File: src/rtl/regfile_scheduler.sv
// Write-port scheduler and hazard scoreboard for the 32x32 register file.
// Tracks in-flight short ops and one long op, stalls issue on hazards, and arbitrates the write port.
module regfile_scheduler #(
    parameter int SHORT_LAT = 3
) (
    input  logic        clk,
    input  logic        rst_n,
    input  logic        issueValid,
    input  logic [4:0]  issueRs1,
    input  logic [4:0]  issueRs2,
    input  logic [4:0]  issueRd,
    input  logic        issueRdWe,
    input  logic        issueLong,
    output logic        issueStall,
    input  logic [31:0] shortData,
    input  logic        longValid,
    input  logic [31:0] longData,
    output logic        longReady,
    output logic        RegWrite,
    output logic [4:0]  WriteAddr,
    output logic [31:0] WriteData
);

    logic [SHORT_LAT-1:0] stg_v_r;
    logic [4:0]           stg_rd_r [SHORT_LAT];
    logic                 long_pend_r;
    logic                 long_we_r;
    logic [4:0]           long_rd_r;

    logic short_wb_s;
    logic long_hs_s;
    logic accept_s;
    logic rd_nz_s;
    logic raw_short_s;
    logic raw_long_s;
    logic waw_s;
    logic struct_s;

    function automatic logic src_hit(input logic [4:0] rs, input logic [4:0] rd);
        return (rs != 5'd0) && (rs == rd);
    endfunction

    // Handshake and acceptance terms shared by the stall logic and the trackers.
    always_comb begin
        short_wb_s = stg_v_r[SHORT_LAT-1];
        long_hs_s  = longValid & !short_wb_s & long_pend_r;
        rd_nz_s    = issueRdWe & (issueRd != 5'd0);
        accept_s   = issueValid & !issueStall;
    end

    // Hazard detection; the writeback stage is excluded because it forwards.
    always_comb begin
        raw_short_s = 1'b0;
        for (int i = 0; i < SHORT_LAT - 1; i++) begin
            raw_short_s = raw_short_s |
                          (stg_v_r[i] & (src_hit(issueRs1, stg_rd_r[i]) |
                                         src_hit(issueRs2, stg_rd_r[i])));
        end
        raw_long_s = long_pend_r & long_we_r & !long_hs_s &
                     (src_hit(issueRs1, long_rd_r) | src_hit(issueRs2, long_rd_r));
        waw_s      = long_pend_r & long_we_r & !long_hs_s & rd_nz_s & (issueRd == long_rd_r);
        struct_s   = issueLong & long_pend_r & !long_hs_s;
        issueStall = issueValid & (raw_short_s | raw_long_s | waw_s | struct_s);
    end

    // Write-port arbitration: the short pipeline always wins.
    always_comb begin
        longReady = !short_wb_s;
        if (short_wb_s) begin
            RegWrite  = 1'b1;
            WriteAddr = stg_rd_r[SHORT_LAT-1];
            WriteData = shortData;
        end else if (longValid & long_pend_r & long_we_r) begin
            RegWrite  = 1'b1;
            WriteAddr = long_rd_r;
            WriteData = longData;
        end else begin
            RegWrite  = 1'b0;
            WriteAddr = 5'd0;
            WriteData = 32'd0;
        end
    end

    // Short tracker: fixed-latency shift register of {valid, rd}.
    always_ff @(posedge clk or negedge rst_n) begin
        if (!rst_n) begin
            for (int i = 0; i < SHORT_LAT; i++) begin
                stg_v_r[i]  <= 1'b0;
                stg_rd_r[i] <= 5'd0;
            end
        end else begin
            stg_v_r[0]  <= accept_s & !issueLong & rd_nz_s;
            stg_rd_r[0] <= (accept_s & !issueLong & rd_nz_s) ? issueRd : 5'd0;
            for (int i = 1; i < SHORT_LAT; i++) begin
                stg_v_r[i]  <= stg_v_r[i-1];
                stg_rd_r[i] <= stg_rd_r[i-1];
            end
        end
    end

    // Long tracker: a new long op may load in the same cycle the previous one hands off.
    always_ff @(posedge clk or negedge rst_n) begin
        if (!rst_n) begin
            long_pend_r <= 1'b0;
            long_we_r   <= 1'b0;
            long_rd_r   <= 5'd0;
        end else if (accept_s & issueLong) begin
            long_pend_r <= 1'b1;
            long_we_r   <= rd_nz_s;
            long_rd_r   <= issueRd;
        end else if (long_hs_s) begin
            long_pend_r <= 1'b0;
            long_we_r   <= 1'b0;
            long_rd_r   <= 5'd0;
        end else begin
            long_pend_r <= long_pend_r;
            long_we_r   <= long_we_r;
            long_rd_r   <= long_rd_r;
        end
    end

endmodule

File: config.mk
export PLATFORM = sky130hd
export DESIGN_NAME = regfile_scheduler
export DESIGN_NICKNAME = d
export VERILOG_FILES = /design/src/rtl/regfile_scheduler.sv
export SDC_FILE = /design/constraint.sdc
export NUM_CORES = 1
export LEC_CHECK = 0
export ABC_AREA = 1
export CORE_ASPECT_RATIO = 1.2
export CORE_MARGIN = 2
export CORE_UTILIZATION = 30
export DETAILED_ROUTE_END_ITERATION = 16
export GPL_TIMING_DRIVEN = 0
export HOLD_SLACK_MARGIN = 0.15
export PLACE_DENSITY = 0.65
export SLEW_MARGIN = 20
export SYNTH_ARGS = -nofsm -noshare
export SYNTH_HDL_FRONTEND = slang
export SYNTH_SLANG_ARGS = --single-unit
File: constraint.sdc
create_clock -name clk -period 4.7 [get_ports clk]
set_input_delay 0.94 -clock clk [delete_from_list [all_inputs] [get_ports clk]]
set_output_delay 0.94 -clock clk [all_outputs]
set_load 0.03 [all_outputs]
== Word-level counts from Yosys, hierarchy flattened ==
Index checks and enable logic that the tools add are counted.

* Register bits after elaboration: 25
* Output and inout port bits: 40

* Equality and inequality tests: 7
* Multiplexer cells: 12
* Bitwise operators: 26
* Reduce and logical (&&, ||, !) cells: 14

{| class="wikitable"
|+ Operator list
! operator !! count
|-
| 2-to-1 mux 32 bit || 2
|-
| equality test 5 bit || 7
|-
| 2-to-1 mux 5 bit || 5
|-
| bitwise AND 1 bit || 19
|-
| nonzero test 5 bit || 3
|-
| OR 1 bit || 7
|-
| logical AND 1 bit || 6
|-
| 2-to-1 mux 1 bit || 5
|-
| logical NOT 1 bit || 4
|-
| nonzero test 2 bit || 1
|}

== Logic depth before layout (Yosys ltp) ==
* Depth after elaboration: 15
* Mapped depth: 13
* Mapped depth without buffers: 13

== Least setup slack after synthesis ==
No wires, ideal clock.

* Path kind: in2out
* Start: input port longValid
* End: output port WriteData[10]
* Arrival: 2.063 ns
* Slack: 1.697 ns
* Stages: 4
* Buffers on the path: 2
* Cells stage by stage: nand3_1 -> clkbuf_1 -> clkbuf_1 -> o21ai_0

* Cells in the longest elaborated chain, start to end: 4

{| class="wikitable"
|+ RTL lines
! item !! RTL line !! source
|-
| start: declaration || 16 || <nowiki>input logic longValid,</nowiki>
|-
| bitwise AND 1 bit (2 in a row) || 73 || <nowiki>end else if (longValid & long_pend_r & long_we_r) begin</nowiki>
|-
| 2-to-1 mux 32 bit || 73 ||
|-
| 2-to-1 mux 32 bit || 69 || <nowiki>if (short_wb_s) begin</nowiki>
|-
| end: declaration || 21 || <nowiki>output logic [31:0] WriteData</nowiki>
|}

No other way between the ends.

== Final worst setup path ==
* Start: input port issueRs2[0]
* End: output port issueStall

* Cells in the longest elaborated chain, start to end: 9

{| class="wikitable"
|+ RTL lines
! item !! RTL line !! source
|-
| start: declaration || 10 || <nowiki>input logic [4:0] issueRs2,</nowiki>
|-
| equality test 5 bit or nonzero test 5 bit (tied branches) || 40 || <nowiki>return (rs != 5'd0) && (rs == rd);</nowiki>
|-
| logical AND 1 bit || 40 ||
|-
| OR 1 bit || 56 || <nowiki>(stg_v_r[i] & (src_hit(issueRs1, stg_rd_r[i]) |</nowiki>
|-
| bitwise AND 1 bit || 56 ||
|-
| OR 1 bit || 55 || <nowiki>raw_short_s = raw_short_s |</nowiki>
|-
| OR 1 bit * (3 in a row) || 63 || <nowiki>issueStall = issueValid & (raw_short_s | raw_long_s | waw_s | struct_s);</nowiki>
|-
| bitwise AND 1 bit * || 63 ||
|-
| end: declaration || 14 || <nowiki>output logic issueStall,</nowiki>
|}

Mark *: on every way between the ends. The rest lies on a longest branch, timed or not.

==> impl_metrics.py <==
metrics = {
    "status": {
        "status": "completed",
    },
    "final_layout": {
        "multi_input_area_sq_um": 1259,
        "layout_common_cells": "nand2_1 (127), clkdlybuf4s50_1 (121), o21ai_0 (33)",
        "nFillCells": 684,
        "syn_to_final_growth_pct": 66.16,
        "fin_nets": 534,
        "drive_gt1_share_pct": 7.143,
        "seqCellArea_sq_um": 625.6,
        "fin_cells": 535,
        "diodes": 0,
        "layout_commonest_cell": "nand2_1",
    },
    "floorplanning": {
        "rows": 33,
        "dieArea_sq_um": 7586,
        "start_util_pct": 30.58,
        "fp.dieH_microns": 95.01,
        "core_area_sq_um": 6771,
        "fp.dieW_microns": 79.84,
        "io_pins": 125,
    },
    "critical_path": {
        "regToRegSetupSlack_ns": 3.13,
        "critPathMaxFanout": 8,
        "cp-end-kind": "primary output",
        "crit_slowest_cell": "clkdlybuf4s50_1",
        "rr_startpoint": "long_rd_r[2]",
        "slowest_delay_ns": 0.67,
        "cp.arrival_ns": 3.12,
        "worst-setup-path-type": "input pin to primary output",
        "critPathTopFamily": "buffers and inverters",
        "path_cells": "clkdlybuf4s50_1, inv_1, nand2_1, nand2_1, nor2_1, nand2_1, nor2_1, o21ai_2, nand3_4, nor2_8, nor2_1, clkdlybuf4s50_1",
        "rr_endpoint": "stg_rd_r[10]",
        "required_ns": 3.76,
        "start_kind": "input pin",
        "cp_num_buf_inv": 3,
        "reg2reg_depth": 11,
    },
    "job": {
        "maxCapViolations": 0,
    },
    "hold_path": {
        "hp-start": "stg_v_r[1]",
        "hold_end": "stg_v_r[2]",
        "whs_path_depth": 0,
        "hold_path_class": "flop to flop",
    },
    "route": {
        "drc": 0,
        "drt_iter0_drc": 56,
        "ant_nets": 0,
        "routedWlPerCell_microns": 12.88,
        "vias": 2427,
        "viasPerCell": 4.536,
        "first_pass_iters": 4,
        "wl_microns": 6891,
    },
    "grt": {
        "grt_pass1_vias": 2222,
        "grt_antenna_before_repair": 0,
        "grtUsageTotal_pct": 17.26,
        "grt_max_degree": 26,
        "overflow": 0,
        "grt_pass1_wl_microns": 10560,
    },
    "cts": {
        "post_cts_buffers": 0,
        "hold_buffers": 0,
        "clock_latency_ns": 0.26,
        "cts_tree": "yes",
        "numCtsBuffers": 3,
        "cts_resized": 0,
        "cts-root-buf": "clkbuf_8",
        "clkTransAtPathRegs_ns": 0.08,
        "ctsLongestPathBuffers": 2,
        "cts_sinks": 25,
        "htreeDepth": 1,
    },
    "power": {
        "power_per_cell_area_nw_per_um2": 220.1,
        "ir_drop_uv": 133.4,
        "p_leak_nw": 1.560,
    },
    "timing": {
        "slew_violations": 0,
        "max_slew_margin_pct": 61.53,
        "finalCritPeriodShare_pct": 86.30,
        "max_freq_ghz": 0.2465,
        "rsz0062_at_grt": "false",
        "tns_ns": 0,
        "setup_viol": 0,
        "hold_ws_ns": 0.4029,
        "final.setup_skew_ns": 0.002793,
        "tightest_slew_ns": 0.5770,
        "hold_violations": 0,
        "fin_crit_ns": 4.056,
    },
    "yosys": {
        "syn-instance-count": 322,
        "synth_area_leaders": "dfrtp_1 (30%), nand2_1 (23%), o21ai_0 (8.0%), xnor2_1 (7.2%), xor2_1 (4.2%)",
        "syn_nets": 407,
        "syn_avg_cell_area_sq_um": 6.431,
        "yosysSeqAreaShare_pct": 30.21,
        "netlist_area_sq_um": 2071,
        "synth_warnings": 0,
        "synth.distinct_cells": 21,
        "synth_top_area_cell": "dfrtp_1",
        "ys_ff_latch": 25,
        "synth_top_area_share_pct": 30.21,
    },
    "place": {
        "globalplace.congestion": 0.8557,
        "io_buffers": 122,
        "place_hpwl_microns": 5620,
        "dp.cells": 531,
    },
}
==> layout make-up <==
cell class	count	share of cell area [%]
sequential	25	18.18
multi-input combinational	251	36.58
buffer	19	2.473
clock buffer	4	1.309
inverter	27	2.945
tap	87	3.164
timing repair buffer	122	35.35
==> kinds of logic (layout without fill, tap and decap cells) <==
family / after synthesis / count (layout) / share of synthesized area (%)
AND/OR/NAND/NOR: 186 / 186 / 40.00
AO/OA/AOI/OAI: 38 / 38 / 9.366
XOR/XNOR: 27 / 27 / 11.42
flip-flops: 25 / 25 / 30.21
buffers and inverters: 46 / 172 / 9.002
==> per-layer routing <==
layer / global-route usage (%) / share of wire [%] / up-vias
met5: 0 / 0 / -
met4: 3.249 / 0.74 / 0
met3: 2.936 / 6.0 / 4
met2: 33.12 / 53 / 65
met1: 20.12 / 40 / 1109
li1: - / - / 1249
==> Yosys cell counts, drive strengths merged <==
cell	number
nand2	129
o21ai	38
nor2	31
inv	27
dfrtp	25
xnor2	17
nand3	16
clkbuf	12
nand4	10
xor2	10
buf	7
==> state kept, by name, summed over array words and instances, names as in the netlist <==
signal       flops
stg_rd_r        15
long_rd_r        5
stg_v_r          3
long_pend_r      1
long_we_r        1
==> metrics by stage <==
step	setup WS, ns	total power, mW	util (%)	instance area (sq um)
2_1_floorplan	1.697	0.4689	-	2071
3_3_place_gp	0.6375	0.6349	50.22	3401
3_5_place_dp	0.6439	0.6383	50.15	3396
4_1_cts	0.6317	0.7673	50.81	3441
5_1_grt	0.4160	0.8121	50.81	3441
6_report	0.6439	0.7574	50.81	3441
==> power by group <==
part	total (mW)	internal [mW]	switching (mW)
registers	0.246	0.235	0.0114
clock network	0.125	0.0605	0.0645
logic	0.386	0.177	0.209
==> worst max-delay path by stage <==
stage                startpoint       endpoint  slack, ns  cells past startpoint
floorplan             longValid  WriteData[10]       1.70                      4
global route        issueRs2[0]     issueStall       0.42                     12
detailed placement  issueRs2[0]     issueStall       0.64                     12
CTS                 issueRs2[0]     issueStall       0.63                     12
finish              issueRs2[0]     issueStall       0.64                     12
global placement    issueRs2[0]     issueStall       0.64                     12
Power figures use the tool's default switching activity.
